File: src/rtl/mod_n_updown_counter_if.sv
// Counter control/status bundle: master drives enable, direction, mode and load; slave returns count and flags.
// load_err is present only when MODN_CNT_LOADCHK_EN is defined.
interface mod_n_updown_counter_if #(
   parameter int WIDTH = 4
);
   logic             en;
   logic             up;
   logic             sat;
   logic             load;
   logic [WIDTH-1:0] load_value;
   logic [WIDTH-1:0] q;
   logic             tc;
   logic             wrap;
`ifdef MODN_CNT_LOADCHK_EN
   logic             load_err;
`endif

   modport master (
      output en, up, sat, load, load_value,
`ifdef MODN_CNT_LOADCHK_EN
      input  load_err,
`endif
      input  q, tc, wrap
   );

   modport slave (
      input  en, up, sat, load, load_value,
`ifdef MODN_CNT_LOADCHK_EN
      output load_err,
`endif
      output q, tc, wrap
   );
endinterface

File: src/rtl/mod_n_updown_counter.sv
// Modulo-N up/down counter with load clamp, wrap/saturate mode, combinational tc and a registered wrap pulse.
// Latency 1 cycle to q/wrap, tc is zero-latency; no backpressure. Sticky load_err only with MODN_CNT_LOADCHK_EN.
module mod_n_updown_counter #(
   parameter int WIDTH       = 4,
   parameter int MODULUS     = 10,
   parameter int RESET_VALUE = 0
) (
   input  logic                   clock,
   input  logic                   reset,
   mod_n_updown_counter_if.slave  cnt_if
);
   // MODULUS-1 is formed in 32 bits before narrowing, so MODULUS == 2^WIDTH cannot overflow.
   localparam logic [WIDTH-1:0] MAX_VAL = WIDTH'(MODULUS - 1);
   localparam logic [WIDTH-1:0] RST_VAL = WIDTH'(RESET_VALUE);
   localparam logic [WIDTH-1:0] ONE     = {{(WIDTH-1){1'b0}}, 1'b1};

   if (WIDTH < 2 || WIDTH > 16) begin : g_bad_width
      $error("mod_n_updown_counter: WIDTH out of range");
   end
   if (MODULUS < 2 || MODULUS > (1 << WIDTH)) begin : g_bad_mod
      $error("mod_n_updown_counter: MODULUS out of range");
   end
   if (RESET_VALUE < 0 || RESET_VALUE >= MODULUS) begin : g_bad_rst
      $error("mod_n_updown_counter: RESET_VALUE out of range");
   end

   logic [WIDTH-1:0] q_q, q_d;
   logic             wrap_q, wrap_d;
   logic             at_max;
   logic             at_zero;
   logic             load_oor;

   assign at_max   = (q_q == MAX_VAL);
   assign at_zero  = (q_q == '0);
   assign load_oor = (cnt_if.load_value > MAX_VAL);

   always_comb begin
      q_d    = q_q;
      wrap_d = 1'b0;
      if (cnt_if.load) begin
         q_d = load_oor ? MAX_VAL : cnt_if.load_value;
      end else if (cnt_if.en) begin
         if (cnt_if.up) begin
            if (!at_max) begin
               q_d = q_q + ONE;
            end else if (!cnt_if.sat) begin
               q_d    = '0;
               wrap_d = 1'b1;
            end
         end else begin
            if (!at_zero) begin
               q_d = q_q - ONE;
            end else if (!cnt_if.sat) begin
               q_d    = MAX_VAL;
               wrap_d = 1'b1;
            end
         end
      end
   end

   always_ff @(posedge clock) begin
      if (reset) begin
         q_q    <= RST_VAL;
         wrap_q <= 1'b0;
      end else begin
         q_q    <= q_d;
         wrap_q <= wrap_d;
      end
   end

   assign cnt_if.q    = q_q;
   assign cnt_if.wrap = wrap_q;
   assign cnt_if.tc   = cnt_if.up ? at_max : at_zero;

`ifdef MODN_CNT_LOADCHK_EN
   logic load_err_q, load_err_d;

   // Sticky: only reset clears it, later valid loads leave it set.
   assign load_err_d = load_err_q | (cnt_if.load & load_oor);

   always_ff @(posedge clock) begin
      if (reset) begin
         load_err_q <= 1'b0;
      end else begin
         load_err_q <= load_err_d;
      end
   end

   assign cnt_if.load_err = load_err_q;
`endif
endmodule

File: src/flat_wrapper.sv
// flat-port wrapper written by rule: the top's interface ports become plain ports
module mod_n_updown_counter_flat 
#(
   parameter int WIDTH       = 4,
   parameter int MODULUS     = 10,
   parameter int RESET_VALUE = 0
)
  (clock, reset, cnt_if_en, cnt_if_up, cnt_if_sat, cnt_if_load, cnt_if_load_value, cnt_if_q, cnt_if_tc, cnt_if_wrap);
  mod_n_updown_counter_if #(.WIDTH(WIDTH)) cnt_if_i ();
  input  logic clock;
  input  logic reset;
  input wire logic [$bits(cnt_if_i.en)-1:0] cnt_if_en;
  input wire logic [$bits(cnt_if_i.up)-1:0] cnt_if_up;
  input wire logic [$bits(cnt_if_i.sat)-1:0] cnt_if_sat;
  input wire logic [$bits(cnt_if_i.load)-1:0] cnt_if_load;
  input wire logic [$bits(cnt_if_i.load_value)-1:0] cnt_if_load_value;
  output wire logic [$bits(cnt_if_i.q)-1:0] cnt_if_q;
  output wire logic [$bits(cnt_if_i.tc)-1:0] cnt_if_tc;
  output wire logic [$bits(cnt_if_i.wrap)-1:0] cnt_if_wrap;
  assign cnt_if_i.en = cnt_if_en;
  assign cnt_if_i.up = cnt_if_up;
  assign cnt_if_i.sat = cnt_if_sat;
  assign cnt_if_i.load = cnt_if_load;
  assign cnt_if_i.load_value = cnt_if_load_value;
  assign cnt_if_q = cnt_if_i.q;
  assign cnt_if_tc = cnt_if_i.tc;
  assign cnt_if_wrap = cnt_if_i.wrap;
  mod_n_updown_counter #(.WIDTH(WIDTH), .MODULUS(MODULUS), .RESET_VALUE(RESET_VALUE)) u_core (.clock(clock), .reset(reset), .cnt_if(cnt_if_i));
endmodule
File: config.mk
export PLATFORM = sky130hd
export DESIGN_NAME = mod_n_updown_counter_flat
export DESIGN_NICKNAME = d
export VERILOG_FILES = /design/src/rtl/mod_n_updown_counter_if.sv /design/src/rtl/mod_n_updown_counter.sv /design/src/flat_wrapper.sv
export SDC_FILE = /design/constraint.sdc
export NUM_CORES = 1
export LEC_CHECK = 0
export ABC_AREA = 0
export CAP_MARGIN = 15
export CORE_MARGIN = 5
export CORE_UTILIZATION = 30
export DETAILED_ROUTE_END_ITERATION = 10
export PLACE_DENSITY = 0.65
export SKIP_LAST_GASP = 1
export SYNTH_ARGS = -nofsm -noshare
export SYNTH_HDL_FRONTEND = slang
export SYNTH_SLANG_ARGS = --single-unit
File: constraint.sdc
create_clock -name clock -period 3.9 [get_ports clock]
set_input_delay 0.78 -clock clock [delete_from_list [all_inputs] [get_ports clock]]
set_output_delay 0.78 -clock clock [all_outputs]
set_load 0.005 [all_outputs]
* After elaboration in Yosys (flattened, before gate mapping)
Index checks and enable logic that the tools add are counted.
Widths: inputs -> output; s select.
** Storage, ports and cells
- Bits in registers :: 5
- Latch bits :: 0
- RAM bits :: 0
- ROM bits :: 0
- Input bits :: 10
- Output and inout bits :: 6
- Logic and storage cells :: 26
- Memories :: 0
** Operators by class
- Add/subtract/negate cells :: 2
- $mul :: 0
- Div/mod/pow operators :: 0
- $lt $le $gt $ge :: 1
- Equal/unequal tests :: 3
- Shifts and indexed selects :: 0
- Mux-type cells :: 13
- Bitwise gates (word level) :: 1
- Reductions and logical operators :: 4
** Operators with widths (count)
- $mux 4 :: 8
- $ne 4x4->1 const B :: 2
- $mux 1 :: 5
- $add 4x1->4 const B :: 1
- $eq 4x4->1 const B :: 1
- $gt 4x4->1 const B :: 1
- $logic_not 4->1 :: 1
- $sub 4x1->4 const B :: 1
- $reduce_and 3->1 :: 1
- $reduce_or 3->1 :: 1
- $reduce_bool 2->1 :: 1
- $not 1->1 :: 1

* Depth between registers and ports, before layout
Gate-level depths: netlist of the first run.
- Word-level depth :: 5
- Mapped depth :: 5
- Gate-level depth less buffers :: 4

* Worst setup path after synthesis of the first run
No wires, ideal clock.
- Path kind :: in2out
- Start :: input port cnt_if_up
- End :: output port cnt_if_tc
- Arrival time :: 1581 ps
- Required time :: 3120 ps
- Slack :: 1539 ps
- Stages on the path :: 3
- Buffers on the path :: 1
- Cells stage by stage :: clkbuf_1 or3_4 a211oi_1
** On the way
- Longest elaborated chain between the ends :: 1
** Ends and longest elaborated chain
- from (decl) :: line flat_wrapper.sv:13 : input wire logic [$bits(cnt_if_i.up)-1:0] cnt_if_up;
- $mux 1 :: line mod_n_updown_counter.sv:73 : assign cnt_if.tc = cnt_if.up ? at_max : at_zero;
- to (decl) :: line flat_wrapper.sv:18 : output wire logic [$bits(cnt_if_i.tc)-1:0] cnt_if_tc;
Every way passes these cells.

* Worst setup path in the final report of the first run
Same ends and word-level chain as after synthesis.

==> results.yml, run 1 <==
setup_path:
  startpoint_type: "primary input"
  cp-end-kind: "output port"
  worst_ep_required_time_ps: 3120
  cp_max_fo: 8
  path_class: "primary input to output port"
  cp.arrival_ps: 2570
detailed_routing:
  first_iter_violations: 8
  viasPerCell: 5.52
  wire_per_inst_um: 13.1
  drc: 0
  vias: 458
  firstDrtPassIters: 4
  wirelength_um: 1090
  ant_nets: 0
yosys:
  ys_warn_count: 0
  postSynthAreaPerCell_um2: 7.78
  ys_types: 28
  ys_seq_area_frac: 0.234
  synth-seq-cells: 5
  synthCells: 55
  syn_area_um2: 428
  synth_fp_nets: 65
finish:
  syn2layout_area_growth_pct: 38.9
  final_util: 0.451
  final_cell_mix: "clkdlybuf4s50_1 (15), dfxtp_1 (5), nand3_1 (4), a211oi_1 (4), nor2b_1 (4)"
  final_common_cell: "clkdlybuf4s50_1"
  fill_cells: 141
  drive_gt1_frac: 0.0735
  num-nets-final: 79
  antenna_cells: 0
  final_cells: 83
power:
  p_comb_frac: 0.276
  leakagePower_uw: 0.000221
  clkPwrFrac: 0.348
  p_int_uw: 121
  switchingPower_uw: 50.3
  seq_power_share: 0.375
  power_density_nw_per_um2: 288
  vdd_drop_max_uv: 209
  sw_frac_of_total: 0.294
global_routing:
  track_usage: 0.108
  grt_max_degree: 14
  grt_pass1_vias: 409
  grt_pass1_wl_um: 1760
  antenna_found_initial: 0
  overflow: 0
placement:
  gp_congestion: 0.763
  dp_cells: 79
  hpwl_um: 836
  place_ws_ps: 549
  port_buffers: 15
run_status:
  status: "completed"
clocking:
  cts_htree_levels: 1
  cts_tree: "built"
  numCtsBuffers: 3
  clkSlewWorstSetupHoldPaths_ps: 50
  cts_root_buffer: "clkbuf_4"
  cts_resized: 0
  postCtsSetupRepairBufs: 0
  clock_latency_ps: 240
  cts_buffer_depth: 2
  cts_hold_buffers: 0
  clock_sink_count: 5
floorplanning:
  core_area_um2: 1320
  die_w_um: 47.8
  dieArea_um2: 2280
  die_h_um: 47.8
  start_util: 0.325
  io_pins: 16
  row_count: 13
sta:
  setup_ws_ps: 546
  report.final.slew_viol_count: 0
  period_minus_slack_ps: 3350
  setup_viol: 0
  worst_pin_slew_ps: 440
  fmax_mhz: 298
  post-route-period-util: 0.860
  rsz0062_at_grt: "no"
  hold_violations: 0
  slew_headroom: 0.706
  fin_setup_tns_ps: 0
  clock_skew_ps: 3.53
worst_hold_path:
  worstHoldPathType: "register to register"
flow_run:
  maxCapViolations: 0
==> Yosys cell counts <==
cell type	n	area share
and3_1	1	0.015
a2111o_1	2	0.053
nor4_1	1	0.015
nand3_1	4	0.047
xnor2_1	1	0.020
and3b_1	1	0.020
a211oi_1	4	0.070
nand2_1	2	0.018
and4_1	1	0.020
dfxtp_1	5	0.23
nand4_1	1	0.015
xor2_1	1	0.020
clkbuf_1	5	0.044
nor2b_1	4	0.058
or3_4	1	0.026
nor3_1	1	0.012
inv_1	3	0.026
and2_1	1	0.015
nor2_1	3	0.026
a41oi_1	1	0.020
a211o_1	2	0.041
o21ai_0	3	0.035
buf_6	1	0.026
nor4b_1	1	0.020
o2111ai_1	1	0.020
and4b_1	2	0.047
o211ai_1	1	0.018
o31ai_1	1	0.018
==> registers in the layout, indices dropped and copies added (netlist names) <==
signal and flops:
u_core.cnt_if.q 4, u_core.cnt_if.wrap 1
==> metrics by stage <==
stage | hold slack, ps | area (µm²) | total power (µW)
floorplan | 696 | 428 | 90.9
global placement | 736 | 567 | 112
detailed placement | 745 | 567 | 113
CTS | 753 | 594 | 173
global route | 804 | 594 | 186
finish | 745 | 594 | 171
==> cells by family after synthesis <==
kind of cell,synth area share
AO/OA/AOI/OAI,0.275
buffers and inverters,0.0965
flip-flops,0.234
AND/OR/NAND/NOR,0.354
XOR/XNOR,0.0409
==> power groups by stage <==
stage / clock network [µW] / registers, µW / logic (µW)
global placement: 0 / 64.8 / 47.2
floorplan: 0 / 58.8 / 32.1
finish: 59.7 / 64.3 / 47.3
CTS: 61.5 / 64.1 / 47.7
detailed placement: 0 / 65.1 / 47.5
global route: 68.5 / 65.6 / 52.4
==> metal layers <==
layer | track usage | wire, µm
met1 | 0.144 | 488
met2 | 0.166 | 539
met3 | 0.0451 | 60
met4 | 0.0161 | 0
met5 | 0 | 0
==> area by class of cell <==
cell class	count	area (µm²)	area share
Timing Repair Buffer	15	150	0.253
Sequential cell	5	100	0.168
Tap cell	15	18.8	0.0316
Clock inverter	1	5.00	0.00842
Clock buffer	3	22.5	0.0379
Multi-Input combinational cell	41	287	0.482
Inverter	3	11.3	0.0189
==> path summary, 6_finish.rpt <==
path | from | endpoint | slack (ps) | cells past startpoint
hold / removal | u_core.cnt_if.q[1]$_SDFFE_PP0P_ | u_core.cnt_if.q[1]$_SDFFE_PP0P_ | 740 | 3
hold reg to reg | u_core.cnt_if.q[1]$_SDFFE_PP0P_ | u_core.cnt_if.q[1]$_SDFFE_PP0P_ | 740 | 3
setup reg to reg | u_core.cnt_if.q[0]$_SDFFE_PP0P_ | u_core.cnt_if.q[1]$_SDFFE_PP0P_ | 1940 | 4
setup / recovery | cnt_if_up | cnt_if_tc | 550 | 4
==> critical path, cell delays in order <==
cell and delay, ps:
clkdlybuf4s50_1 530, or3_4 390, a211oi_1 310, clkdlybuf4s50_1 560
Power figures use the tool's default switching activity.
==> inputs of run 2 (changes only) <==
--- a/config.mk
+++ b/config.mk
@@ -12,6 +12,7 @@
 export DETAILED_ROUTE_END_ITERATION = 10
 export PLACE_DENSITY = 0.65
 export SKIP_LAST_GASP = 1
+export SLEW_MARGIN = 20
 export SYNTH_ARGS = -nofsm -noshare
 export SYNTH_HDL_FRONTEND = slang
 export SYNTH_SLANG_ARGS = --single-unit
==> results of run 2 <==
No change in the layout: final DEF, timing and power equal those of run 1.
